--- src/rtl/key_press_counter.sv ---
`default_nettype none
// ============================================================================
// Module      : key_press_counter
// Description : Classifies presses of a debounced key by hold time. A short
//               press increments a DIGITS-digit BCD counter on release; a long
//               press clears it. The count is shown on a multiplexed,
//               active-low 7-segment display, and single-cycle event pulses
//               are emitted for downstream logic and LEDs.
// Ports       :
//   clk          in   system clock, all logic on the rising edge
//   rst          in   asynchronous, active-high reset
//   key_in       in   debounced key level
//   count        out  BCD count, digit 0 in bits [3:0]
//   press_pulse  out  one-cycle high when the count increments
//   clr_pulse    out  one-cycle high when a long press clears the count
//   ovf_pulse    out  one-cycle high when the count wraps all-9s -> all-0s
//   seg          out  active-low segments, seg[0]=a .. seg[6]=g
//   dig_sel      out  active-low one-hot digit enable
// Revision    : 1.0 - initial release
// ============================================================================
module key_press_counter #(
    parameter int   DIGITS      = 2,
    parameter int   LONG_PRESS  = 8,
    parameter int   SCAN_DIV    = 4,
    parameter logic PRESS_LEVEL = 1'b0
) (
    input  logic                clk,
    input  logic                rst,
    input  logic                key_in,
    output logic [4*DIGITS-1:0] count,
    output logic                press_pulse,
    output logic                clr_pulse,
    output logic                ovf_pulse,
    output logic [6:0]          seg,
    output logic [DIGITS-1:0]   dig_sel
);

    // ------------------------------------------------------------------------
    // Constants
    // ------------------------------------------------------------------------
    localparam int c_HOLD_W = $clog2(LONG_PRESS + 1);
    localparam int c_SCAN_W = (SCAN_DIV > 1) ? $clog2(SCAN_DIV) : 1;
    localparam int c_IDX_W  = (DIGITS > 1) ? $clog2(DIGITS) : 1;

    localparam logic [c_HOLD_W-1:0] c_HOLD_MAX  = c_HOLD_W'(LONG_PRESS);
    localparam logic [c_HOLD_W-1:0] c_HOLD_ONE  = c_HOLD_W'(1);
    localparam logic [c_SCAN_W-1:0] c_SCAN_LAST = c_SCAN_W'(SCAN_DIV - 1);
    localparam logic [c_SCAN_W-1:0] c_SCAN_ONE  = c_SCAN_W'(1);
    localparam logic [c_IDX_W-1:0]  c_IDX_LAST  = c_IDX_W'(DIGITS - 1);
    localparam logic [c_IDX_W-1:0]  c_IDX_ONE   = c_IDX_W'(1);
    localparam logic [DIGITS-1:0]   c_DIG_ONE   = DIGITS'(1);

    // FSM state encoding
    localparam logic [1:0] c_ST_IDLE = 2'd0;
    localparam logic [1:0] c_ST_HELD = 2'd1;
    localparam logic [1:0] c_ST_LONG = 2'd2;

    // ------------------------------------------------------------------------
    // Registers
    // ------------------------------------------------------------------------
    logic                r_key;
    logic [1:0]          r_state;
    logic [c_HOLD_W-1:0] r_hold_cnt;
    logic [4*DIGITS-1:0] r_count;
    logic                r_press;
    logic                r_clr;
    logic                r_ovf;
    logic [c_SCAN_W-1:0] r_scan_cnt;
    logic [c_IDX_W-1:0]  r_idx;
    logic [DIGITS-1:0]   r_dig_sel;

    // ------------------------------------------------------------------------
    // Combinational nets
    // ------------------------------------------------------------------------
    logic                w_pressed;
    logic [1:0]          w_state_next;
    logic [c_HOLD_W-1:0] w_hold_next;
    logic [4*DIGITS-1:0] w_count_next;
    logic                w_press_next;
    logic                w_clr_next;
    logic                w_ovf_next;
    logic [4*DIGITS-1:0] w_count_inc;
    logic                w_carry;
    logic                w_all_nines;
    logic                w_scan_wrap;
    logic [c_SCAN_W-1:0] w_scan_next;
    logic [c_IDX_W-1:0]  w_idx_next;
    logic [3:0]          w_digit;

    assign w_pressed = (r_key == PRESS_LEVEL);

    // ------------------------------------------------------------------------
    // BCD increment: a ripple carry enters digit 0; every digit at 9 rolls to
    // 0 and passes the carry on. A carry surviving past the top digit means
    // the whole count was all-9s, which is the overflow condition.
    // ------------------------------------------------------------------------
    always_comb begin
        w_count_inc = r_count;
        w_carry     = 1'b1;
        for (int i = 0; i < DIGITS; i++) begin
            if (w_carry) begin
                if (r_count[4*i +: 4] == 4'd9) begin
                    w_count_inc[4*i +: 4] = 4'd0;
                end else begin
                    w_count_inc[4*i +: 4] = r_count[4*i +: 4] + 4'd1;
                    w_carry               = 1'b0;
                end
            end
        end
        w_all_nines = w_carry;
    end

    // ------------------------------------------------------------------------
    // Press classification FSM: next-state and event logic.
    // In HELD the release test comes before the threshold test, so a release
    // can never be mistaken for a long press on the same sample.
    // ------------------------------------------------------------------------
    always_comb begin
        w_state_next = r_state;
        w_hold_next  = r_hold_cnt;
        w_count_next = r_count;
        w_press_next = 1'b0;
        w_clr_next   = 1'b0;
        w_ovf_next   = 1'b0;
        case (r_state)
            c_ST_IDLE: begin
                if (w_pressed) begin
                    w_state_next = c_ST_HELD;
                    w_hold_next  = c_HOLD_ONE;
                end
            end
            c_ST_HELD: begin
                if (!w_pressed) begin
                    w_state_next = c_ST_IDLE;
                    w_count_next = w_count_inc;
                    w_press_next = 1'b1;
                    w_ovf_next   = w_all_nines;
                end else if (r_hold_cnt == c_HOLD_MAX) begin
                    w_state_next = c_ST_LONG;
                    w_count_next = '0;
                    w_clr_next   = 1'b1;
                end else begin
                    w_hold_next = r_hold_cnt + c_HOLD_ONE;
                end
            end
            c_ST_LONG: begin
                // The clear already happened; just wait for the release.
                if (!w_pressed) begin
                    w_state_next = c_ST_IDLE;
                end
            end
            default: begin
                w_state_next = c_ST_IDLE;
                w_hold_next  = '0;
            end
        endcase
    end

    // ------------------------------------------------------------------------
    // Key sampling, FSM state, count and event pulse registers
    // ------------------------------------------------------------------------
    always_ff @(posedge clk or posedge rst) begin
        if (rst) begin
            r_key      <= ~PRESS_LEVEL;
            r_state    <= c_ST_IDLE;
            r_hold_cnt <= '0;
            r_count    <= '0;
            r_press    <= 1'b0;
            r_clr      <= 1'b0;
            r_ovf      <= 1'b0;
        end else begin
            r_key      <= key_in;
            r_state    <= w_state_next;
            r_hold_cnt <= w_hold_next;
            r_count    <= w_count_next;
            r_press    <= w_press_next;
            r_clr      <= w_clr_next;
            r_ovf      <= w_ovf_next;
        end
    end

    // ------------------------------------------------------------------------
    // Display scan: free-running, independent of the FSM. dig_sel is
    // registered from the same next index as r_idx, so it always matches the
    // digit being decoded onto seg.
    // ------------------------------------------------------------------------
    assign w_scan_wrap = (r_scan_cnt == c_SCAN_LAST);
    assign w_scan_next = w_scan_wrap ? '0 : (r_scan_cnt + c_SCAN_ONE);

    always_comb begin
        w_idx_next = r_idx;
        if (w_scan_wrap) begin
            if (r_idx == c_IDX_LAST) begin
                w_idx_next = '0;
            end else begin
                w_idx_next = r_idx + c_IDX_ONE;
            end
        end
    end

    always_ff @(posedge clk or posedge rst) begin
        if (rst) begin
            r_scan_cnt <= '0;
            r_idx      <= '0;
            r_dig_sel  <= ~c_DIG_ONE;
        end else begin
            r_scan_cnt <= w_scan_next;
            r_idx      <= w_idx_next;
            r_dig_sel  <= ~(c_DIG_ONE << w_idx_next);
        end
    end

    // Select the digit currently being scanned.
    always_comb begin
        w_digit = 4'd0;
        for (int i = 0; i < DIGITS; i++) begin
            if (r_idx == c_IDX_W'(i)) begin
                w_digit = r_count[4*i +: 4];
            end
        end
    end

    // Active-low 7-segment decode, bit order {g,f,e,d,c,b,a}.
    // Codes 10..15 cannot occur and blank the digit.
    always_comb begin
        case (w_digit)
            4'd0:    seg = 7'b1000000;
            4'd1:    seg = 7'b1111001;
            4'd2:    seg = 7'b0100100;
            4'd3:    seg = 7'b0110000;
            4'd4:    seg = 7'b0011001;
            4'd5:    seg = 7'b0010010;
            4'd6:    seg = 7'b0000010;
            4'd7:    seg = 7'b1111000;
            4'd8:    seg = 7'b0000000;
            4'd9:    seg = 7'b0010000;
            default: seg = 7'b1111111;
        endcase
    end

    // ------------------------------------------------------------------------
    // Outputs
    // ------------------------------------------------------------------------
    assign count       = r_count;
    assign press_pulse = r_press;
    assign clr_pulse   = r_clr;
    assign ovf_pulse   = r_ovf;
    assign dig_sel     = r_dig_sel;

endmodule
`default_nettype wire

--- config.mk ---
export PLATFORM = sky130hd
export DESIGN_NAME = key_press_counter
export DESIGN_NICKNAME = d
export VERILOG_FILES = /design/src/rtl/key_press_counter.sv
export SDC_FILE = /design/constraint.sdc
export NUM_CORES = 1
export LEC_CHECK = 0
export CAP_MARGIN = 5
export CORE_MARGIN = 5
export CORE_UTILIZATION = 45
export DETAILED_ROUTE_END_ITERATION = 12
export PLACE_DENSITY = 0.7
export SLEW_MARGIN = 10
export SYNTH_ARGS = -nofsm -noshare
export SYNTH_HDL_FRONTEND = slang
export SYNTH_SLANG_ARGS = --single-unit
--- constraint.sdc ---
create_clock -name clk -period 2.1 [get_ports clk]
set_input_delay 0.42 -clock clk [delete_from_list [all_inputs] [get_ports clk]]
set_output_delay 0.42 -clock clk [all_outputs]
set_load 0.03 [all_outputs]
==> results of run 1 <==
## sequential cells by signal (all words and copies together) (netlist names)
| name | count |
|---|---|
| r_scan_cnt | 2 |
| count | 8 |
| ovf_pulse | 1 |
| press_pulse | 1 |
| r_state | 2 |
| dig_sel | 2 |
| clr_pulse | 1 |
| r_hold_cnt | 4 |
| r_key | 1 |
## worst max path at each step
stage	start	end	slack [ns]	cells past startpoint
6_report	dig_sel[0]$_DFF_PP0_	seg[3]	-0.23	8
5_1_grt	dig_sel[0]$_DFF_PP0_	seg[3]	-0.31	8
4_1_cts	dig_sel[0]$_DFF_PP0_	seg[3]	-0.22	8
3_5_place_dp	dig_sel[0]$_DFF_PP0_	seg[1]	-0.25	6
3_3_place_gp	dig_sel[0]$_DFF_PP0_	seg[1]	-0.22	6
2_1_floorplan	dig_sel[0]$_DFF_PP0_	seg[3]	-0.01	7
## report_power, final
part           switching (µW)  internal (µW)  leakage, µW
logic                     988            839     0.000593
registers                59.3            482     0.000280
clock network             137            193    0.0000279
## per-stage QoR
stage | TNS, ns | total power (µW)
6_report | -1.06 | 2700
5_1_grt | -1.64 | 2860
4_1_cts | -1.01 | 2570
3_5_place_dp | -0.703 | 2120
3_3_place_gp | -0.571 | 2090
2_1_floorplan | -0.0236 | 1430
## cells in the mapped netlist, types with 2 or more instances
cell and n:
a21o_1 4, a21oi_1 12, dfrtp_1 20, dfstp_2 2
ha_1 12, inv_1 11, mux2_2 4, mux2i_1 3
nand2_1 12, nand2b_1 2, nand3_1 3, nand3b_1 2
nor2_1 16, nor2b_1 3, nor3_1 3, o21ai_0 11
o21ai_1 2, o22a_1 2
## timing repair
| item | in CTS | in global routing |
|---|---|---|
| setup endpoints to repair | 7 | 7 |
| setup buffers | 3 | 1 |
| pin swaps | 5 | 5 |
| gates resized for setup | 31 | 12 |
## kinds of logic after synthesis
kind of cell,share of synthesized area (%)
AO/OA/AOI/OAI,16.7
XOR/XNOR,1.33
adder cells (fa/ha/maj),11.4
buffers and inverters,4.65
flip-flops,41.9
multiplexers,5.69
AND/OR/NAND/NOR,18.3
## critical path, cell delays in order (launching register included)
cell	delay [ns]
dfrtp_2	0.48
mux2_4	0.35
inv_4	0.07
buf_6	0.10
ha_4	0.11
nor2_2	0.03
o21a_1	0.19
a21oi_2	0.13
buf_6	0.15
## routing by layer
layer / GRT usage (%) / routed length (µm)
met3: 2.98 / 105
met2: 28.0 / 1660
met1: 23.9 / 1630
met4: 0.763 / 0
met5: 0 / 0
## area by class of cell
class	count	area (µm²)
sequential	22	554
fill	219	853
multi-input combinational	106	788
clock buffer	3	22.5
tap	31	38.8
inverter	12	47.5
clock inverter	1	30.0
timing repair buffer	51	447
==> impl_results.rst, run 1 <==
.. list-table::
   :header-rows: 1

   * - Metric
     - Value
   * - Final worst hold slack
     - 0.426 ns
   * - Total iterations of the first detailed-routing run
     - 4
   * - Area growth from synthesis to layout
     - 46.2%
   * - Final ANT Viol Nets
     - 0
   * - Final worst-path setup slack
     - -0.227 ns
   * - Die area
     - 4110 µm²
   * - Fraction of the core area covered by cells at the end of the flow
     - 69.3%
   * - Clock Path Buffers
     - 2
   * - Endpoint class of the critical path
     - primary output
   * - DRT iter0 DRCs
     - 44
   * - Antenna violations before repair
     - 0
   * - Fmax
     - 430 MHz
   * - Initial core utilization
     - 47.4%
   * - FF-to-FF setup slack
     - 0.28 ns
   * - Clock insertion delay at the later pin of the skew report
     - 0.31 ns
   * - Share of synthesized registers carrying an async set or reset
     - 100%
   * - Port Buf Inserts
     - 22
   * - Inst Count DP
     - 218
   * - Setup-failing EPs final
     - 7
   * - Netlist area before placement
     - 1320 µm²
   * - DRC violations left
     - 0
   * - Signal arrival time at the worst endpoint
     - 1.91 ns
   * - Leakage
     - 0.000901 µW
   * - Number of vias per cell
     - 5.38
   * - Syn_nets
     - 158
   * - Number of levels the H-tree was split into
     - 1
   * - Clock net sink count
     - 22
   * - Fin cells
     - 226
   * - Most used cells in the layout excluding fill and tap cells
     - buf_4 (29), dfrtp_1 (19), clkdlybuf4s50_1 (15), nor2_1 (13), nand2_1 (12)
   * - Die W
     - 64.1 µm
   * - Detailed placement HPWL
     - 2350 µm
   * - Final routed wire length divided by cell count
     - 15.0 µm
   * - Setup repair after global routing missed its margin
     - true
   * - Final hold viol count
     - 0
   * - Placeable core region
     - 2780 µm²
   * - Worst reg2reg path depth
     - 6
   * - Proportion of synthesized chip area in sequential cells
     - 41.9%
   * - Startpoint class of the critical path
     - flip-flop
   * - Synthesized instance count
     - 143
   * - Avg Inst Size Synth
     - 9.22 µm²
   * - Number of inserted diodes
     - 0
   * - Row Count
     - 19
   * - Power per cell area
     - 1400 nW/µm²
   * - Top cells by area in the synthesized netlist
     - dfrtp_1 (38%), ha_1 (11%), a21oi_1 (4.6%)
   * - Number of max-slew violations in the final report
     - 0
   * - Synthesis Warnings
     - 0
   * - Worst reg2reg startpoint
     - count[0]$_DFFE_PP0P_
   * - Die boundary height
     - 64.1 µm
   * - Worst Skew
     - 0.00600 ns
   * - Finished Cell Area
     - 1930 µm²
   * - Remaining max-slew budget at the tightest pin
     - 69.8%
   * - Net count of the finished layout
     - 211
   * - Tightest Pin Transition
     - 0.453 ns
   * - Required @ worst endpoint
     - 1.68 ns
   * - Number of maximum-capacitance violations
     - 0
   * - Count of pins on the block boundary
     - 23
   * - GPL Wtd Cong
     - 0.826
   * - Clock-pin transition on the worst setup and hold timing paths
     - 0.13 ns
   * - Number of enable-type register cells in the synthesized netlist
     - 0
   * - Largest area contributor in the synthesized netlist
     - dfrtp_1
   * - Dpl ws
     - -0.247 ns
   * - Placed inst area
     - 1760 µm²
   * - Clock tree from TritonCTS
     - done
   * - Maximum number of pins on one net before global-route repair
     - 23
   * - Root cell of the clock tree
     - clkbuf_4
   * - Synth Register Bits
     - 22
   * - Failing checks
     - setup timing
   * - Final worst path period share
     - 111%
   * - Via Count
     - 1216
   * - Total wirelength of the detailed-routed design
     - 3390 µm
   * - Outcome
     - finished with violations
   * - Hold-fix buffers at CTS
     - 0
   * - Category of the most critical setup path
     - reg -> out
   * - Global-route total usage across every layer
     - 16.7%
   * - Number of global-route vias before repair
     - 1203
   * - Number of library cell types mapped by synthesis
     - 37
   * - Most common cell after layout, fill and taps aside
     - buf_4
   * - Wire length of the first global-routing pass
     - 5730 µm
   * - Fraction of layout instances using a drive strength above 1
     - 33.3%
   * - Type of the worst min-delay path
     - in -> async
   * - Top flip-flop cell by instance count after synthesis
     - dfrtp_1
   * - GR Overflow Total
     - 0
   * - Area share of the largest cell type after synthesis
     - 38.0%
   * - Crit Path Max Fanout
     - 4
   * - Worst IR drop on VDD
     - 1.53 mV
   * - Minimum period implied by the final worst setup slack
     - 2.33 ns
   * - Num CTS Buffers
     - 3
   * - Reg2reg end
     - count[7]$_DFFE_PP0P_
Power figures use the tool's default switching activity.
==> run 2, diff against run 1 <==
--- a/config.mk
+++ b/config.mk
@@ -9,7 +9,9 @@
 export CORE_MARGIN = 5
 export CORE_UTILIZATION = 45
 export DETAILED_ROUTE_END_ITERATION = 12
+export MAX_ROUTING_LAYER = met4
 export PLACE_DENSITY = 0.7
+export REMOVE_ABC_BUFFERS = 1
 export SLEW_MARGIN = 10
 export SYNTH_ARGS = -nofsm -noshare
 export SYNTH_HDL_FRONTEND = slang
==> impl_results.rst, run 2 (synthesized netlist as in run 1, its figures left out) <==
.. list-table::
   :header-rows: 1

   * - Metric
     - Value
   * - Number of global-route vias before repair
     - 1164
   * - Cell type of the slowest stage on the worst timing path
     - dfrtp_2
   * - Via Count
     - 1179
   * - Final ANT Viol Nets
     - 0
   * - Signal arrival time at the worst endpoint
     - 1.84 ns
   * - Failing checks
     - setup timing
   * - Final worst path period share
     - 108%
   * - Port Buf Inserts
     - 22
   * - Number of levels the H-tree was split into
     - 1
   * - Startpoint class of the critical path
     - flip-flop
   * - Clock net sink count
     - 22
   * - Worst IR drop on VDD
     - 1.57 mV
   * - Worst Path Buf+Inv
     - 2
   * - Number of inserted diodes
     - 0
   * - Final worst-path setup slack
     - -0.164 ns
   * - Leakage
     - 0.000870 µW
   * - Area growth from synthesis to layout
     - 41.3%
   * - Power per cell area
     - 1310 nW/µm²
   * - Largest incremental delay on the critical path
     - 0.48 ns
   * - Number of vias per cell
     - 5.46
   * - Clock-pin transition on the worst setup and hold timing paths
     - 0.14 ns
   * - Num CTS Buffers
     - 3
   * - Fmax
     - 442 MHz
   * - Clock Path Buffers
     - 2
   * - Tightest Pin Transition
     - 0.442 ns
   * - Root cell of the clock tree
     - clkbuf_4
   * - Inst Count DP
     - 202
   * - Detailed placement HPWL
     - 2270 µm
   * - Minimum period implied by the final worst setup slack
     - 2.26 ns
   * - Setup-failing EPs final
     - 7
   * - Number of maximum-capacitance violations
     - 0
   * - Antenna violations before repair
     - 0
   * - Die W
     - 64.1 µm
   * - Max reg flops
     - 8
   * - Die area
     - 4110 µm²
   * - Number of max-slew violations in the final report
     - 0
   * - Row Count
     - 19
   * - Wire length of the first global-routing pass
     - 5190 µm
   * - Type of the worst min-delay path
     - in -> async
   * - Required @ worst endpoint
     - 1.68 ns
   * - Most used cells in the layout excluding fill and tap cells
     - dfrtp_1 (19), buf_4 (19), clkdlybuf4s50_1 (14), nor2_1 (13)
   * - Global-route total usage across every layer
     - 15.9%
   * - Worst Skew
     - 0.0170 ns
   * - Fraction of the core area covered by cells at the end of the flow
     - 67.0%
   * - DRT iter0 DRCs
     - 33
   * - GR Overflow Total
     - 0
   * - Final routed wire length divided by cell count
     - 15.6 µm
   * - Total iterations of the first detailed-routing run
     - 4
   * - Die boundary height
     - 64.1 µm
   * - Endpoint class of the critical path
     - primary output
   * - Initial core utilization
     - 47.4%
   * - DRC violations left
     - 0
   * - Critical Path, Cell by Cell
     - mux2_4, buf_4, ha_2, o22a_1, buf_6
   * - Clock insertion delay at the later pin of the skew report
     - 0.31 ns
   * - Fraction of layout instances using a drive strength above 1
     - 30.8%
   * - Fin cells
     - 216
   * - Remaining max-slew budget at the tightest pin
     - 70.2%
   * - Net count of the finished layout
     - 201
   * - Category of the most critical setup path
     - reg -> out
   * - Maximum number of pins on one net before global-route repair
     - 23
   * - Placeable core region
     - 2780 µm²
   * - Total wirelength of the detailed-routed design
     - 3360 µm
   * - Setup repair after global routing missed its margin
     - true
   * - CP delay by family, top
     - flip-flops
   * - Outcome
     - finished with violations
   * - Clock tree from TritonCTS
     - done
   * - Count of pins on the block boundary
     - 23
   * - GPL Wtd Cong
     - 0.804
   * - Crit Path Max Fanout
     - 5
   * - Final hold viol count
     - 0
## run 2: changes by cell type in the layout (fill, tap and decap cells not counted), sizes merged
cell           delta
clkbuf            +1
dlymetal6s2s      +1
bufinv            -1
clkdlybuf4s50     -1
buf              -10
## run 2: what timing repair did
item,in CTS,in global routing
setup endpoints to repair,7,8
buffers inserted,7,4
hold buffers,0,0
resized for setup,16,19
pin swaps,8,3
## run 2: area by class of cell
cell class / count / area (µm²)
clock buffer: 4 / 26.3
multi-input combinational: 106 / 822
timing repair buffer: 41 / 374
inverter: 12 / 47.5
fill: 211 / 918
tap: 31 / 38.8
sequential: 22 / 554
## run 2: stage by stage
| stage | hold slack [ns] | setup WS [ns] | instance area, µm² | setup TNS [ns] | power, µW |
|---|---|---|---|---|---|
| global route | 0.471 | -0.232 | 1860 | -1.34 | 2590 |
| floorplan | 0.403 | -0.340 | 1300 | -1.24 | 1380 |
| CTS | 0.428 | -0.129 | 1760 | -0.514 | 2260 |
| global placement | 0.413 | 0.107 | 1610 | 0 | 1830 |
| detailed placement | 0.420 | 0.0623 | 1610 | 0 | 1880 |
| finish | 0.424 | -0.164 | 1860 | -0.835 | 2450 |
## run 2: tightest hold or removal path: stages
cell and delay (ns):
clkdlybuf4s50_1 0.40, inv_1 0.05, buf_4 0.28
## run 2: worst paths after layout
check	start	endpoint	slack, ns	cells past startpoint
worst min register to register	r_scan_cnt[0]$_DFF_PP0_	r_scan_cnt[0]$_DFF_PP0_	0.44	1
max in group asynchronous	rst	dig_sel[1]$_DFF_PP1_	1.38	3
worst min-delay path	rst	r_state[0]$_DFFE_PP0P_	0.42	3
min in group clk	r_scan_cnt[0]$_DFF_PP0_	r_scan_cnt[0]$_DFF_PP0_	0.44	1
worst max register to register	count[1]$_DFFE_PP0P_	count[7]$_DFFE_PP0P_	0.32	7
worst max-delay path	dig_sel[0]$_DFF_PP0_	seg[5]	-0.16	5
## run 2: power by group
group,switching (µW),internal (µW),total [µW]
sequential,87.3,481,569
clock,133,74.1,207
combinational,916,755,1670
## run 2: metal layers
metal	up-vias	routed length [µm]	GRT usage [%]
li1	575	-	-
met1	570	1380	19.1
met2	28	1780	27.5
met3	6	127	2.28
met4	0	71	4.58
met5	-	0	-
==> run 3, diff against run 2 <==
--- a/config.mk
+++ b/config.mk
@@ -8,6 +8,7 @@
 export CAP_MARGIN = 5
 export CORE_MARGIN = 5
 export CORE_UTILIZATION = 45
+export CTS_BUF_LIST = sky130_fd_sc_hd__clkbuf_8
 export DETAILED_ROUTE_END_ITERATION = 12
 export MAX_ROUTING_LAYER = met4
 export PLACE_DENSITY = 0.7
==> impl_results.rst, run 3 (synthesized netlist as in run 1, its figures left out) <==
.. list-table::
   :header-rows: 1

   * - Metric
     - Value
   * - Count of pins on the block boundary
     - 23
   * - Detailed placement HPWL
     - 2270 µm
   * - Fraction of the core area covered by cells at the end of the flow
     - 67.0%
   * - Leakage
     - 0.000876 µW
   * - GR Overflow Total
     - 0
   * - Clock share of power
     - 10.8%
   * - Power per cell area
     - 1330 nW/µm²
   * - Net count of the finished layout
     - 200
   * - Global-route total usage across every layer
     - 15.9%
   * - Total iterations of the first detailed-routing run
     - 4
   * - Reg power frac
     - 22.9%
   * - Largest incremental delay on the critical path
     - 0.46 ns
   * - Initial core utilization
     - 47.4%
   * - Remaining max-slew budget at the tightest pin
     - 69.5%
   * - Maximum number of pins on one net before global-route repair
     - 23
   * - Number of maximum-capacitance violations
     - 0
   * - Placeable core region
     - 2780 µm²
   * - Worst IR drop on VDD
     - 1.53 mV
   * - Number of levels the H-tree was split into
     - 1
   * - Worst Path Buf+Inv
     - 2
   * - Area growth from synthesis to layout
     - 41.4%
   * - Category of the most critical setup path
     - reg -> out
   * - Signal arrival time at the worst endpoint
     - 1.76 ns
   * - Final hold viol count
     - 0
   * - DRT iter0 DRCs
     - 38
   * - Failing checks
     - setup timing
   * - Cell type of the slowest stage on the worst timing path
     - dfrtp_2
   * - Internal portion of total power
     - 1360 µW
   * - Setup repair after global routing missed its margin
     - true
   * - Final worst path period share
     - 104%
   * - Clock-pin transition on the worst setup and hold timing paths
     - 0.07 ns
   * - Placed inst area
     - 1610 µm²
   * - Antenna violations before repair
     - 0
   * - Die area
     - 4110 µm²
   * - Via Count
     - 1161
   * - Total net switching power
     - 1120 µW
   * - Number of global-route vias before repair
     - 1181
   * - Num CTS Buffers
     - 3
   * - DRC violations left
     - 0
   * - Clock insertion delay at the later pin of the skew report
     - 0.26 ns
   * - Fmax
     - 458 MHz
   * - Number of vias per cell
     - 5.40
   * - Minimum period implied by the final worst setup slack
     - 2.18 ns
   * - Startpoint class of the critical path
     - flip-flop
   * - Clock tree from TritonCTS
     - done
   * - Total wirelength of the detailed-routed design
     - 3100 µm
   * - Clock Path Buffers
     - 2
   * - Dpl ws
     - 0.0623 ns
   * - Fraction of layout instances using a drive strength above 1
     - 29.9%
   * - Post-layout total power
     - 2480 µW
   * - Final ANT Viol Nets
     - 0
   * - Final routed wire length divided by cell count
     - 14.4 µm
   * - Outcome
     - finished with violations
   * - Port Buf Inserts
     - 22
   * - CP delay by family, top
     - flip-flops
   * - Clock net sink count
     - 22
   * - Finished Cell Area
     - 1860 µm²
   * - Required @ worst endpoint
     - 1.68 ns
   * - Type of the worst min-delay path
     - reg -> reg
   * - Most used cells in the layout excluding fill and tap cells
     - dfrtp_1 (19), buf_4 (19), clkdlybuf4s50_1 (14), nor2_1 (12)
   * - Combinational power share
     - 66.3%
   * - Max reg flops
     - 8
   * - Worst Skew
     - 0.0145 ns
   * - GPL Wtd Cong
     - 0.804
   * - Row Count
     - 19
   * - Crit Path Max Fanout
     - 5
   * - Root cell of the clock tree
     - clkbuf_8
   * - Endpoint class of the critical path
     - primary output
   * - Final worst-path setup slack
     - -0.0833 ns
   * - Number of max-slew violations in the final report
     - 0
   * - Wire length of the first global-routing pass
     - 5220 µm
   * - Die W
     - 64.1 µm
   * - Setup-failing EPs final
     - 5
   * - Switching power share of the total
     - 45.0%
   * - Hold-fix buffers at CTS
     - 0
   * - Critical Path, Cell by Cell
     - mux2_4, inv_4, ha_4, nor2_2, o21a_1, a21oi_1, buf_4
   * - Die boundary height
     - 64.1 µm
   * - Tightest Pin Transition
     - 0.453 ns
   * - Number of inserted diodes
     - 0
-- run 3: changes by cell type in the layout (fill, tap and decap cells not counted) --
cell      delta
a21oi_2      -2
clkbuf_8     +3
nor2_1       -1
nor2_4       +1
a21oi_1      +2
buf_6        -1
o22ai_2      +1
o22ai_1      -1
inv_1        +1
ha_4         -1
ha_1         +1
clkbuf_1     -1
clkbuf_4     -3
-- run 3: final timing paths --
| check | from | to | slack (ns) | depth (start not counted) |
|---|---|---|---|---|
| setup / recovery | dig_sel[0]$_DFF_PP0_ | seg[3] | -0.08 | 7 |
| hold / removal | r_scan_cnt[0]$_DFF_PP0_ | r_scan_cnt[0]$_DFF_PP0_ | 0.43 | 1 |
| setup reg to reg | count[1]$_DFFE_PP0P_ | count[7]$_DFFE_PP0P_ | 0.33 | 7 |
| hold reg to reg | r_scan_cnt[0]$_DFF_PP0_ | r_scan_cnt[0]$_DFF_PP0_ | 0.43 | 1 |
| max in group asynchronous | rst | dig_sel[1]$_DFF_PP1_ | 1.33 | 3 |
| min in group asynchronous | rst | r_hold_cnt[0]$_DFFE_PP0P_ | 0.48 | 3 |
-- run 3: power groups by stage --
stage                     sequential (µW)  combinational (µW)  clock (µW)
after floorplan                       658                 723           0
after global placement                560                1270           0
after detailed placement              562                1310           0
after CTS                             560                1490         276
after global routing                  581                1750         293
final                                 568                1640         267
-- run 3: per-layer routing --
metal | share of wire (%) | track usage (%)
met5 | 0 | -
met2 | 52 | 27.9
met3 | 3.7 | 2.80
met4 | 0.55 | 3.82
met1 | 44 | 18.9
-- run 3: final cells by class --
cell class	count	area [µm²]
clock inverter	1	3.75
sequential	22	554
timing repair buffer	40	363
clock buffer	3	41.3
inverter	12	47.5
fill	214	917
tap	31	38.8
multi-input combinational	106	816
-- run 3: what timing repair did --
item,in CTS,in global routing
endpoints found under the hold margin,0,0
buffers inserted,7,3
pin swaps,6,6
resized for setup,16,17
endpoints found under the setup margin,7,7
-- run 3: stage by stage --
stage,hold slack (ns),instances,setup TNS (ns)
after CTS,0.433,212,-0.157
after floorplan,0.403,140,-1.24
after global placement,0.413,202,0
final,0.434,215,-0.242
after global routing,0.465,215,-0.693
after detailed placement,0.420,202,0
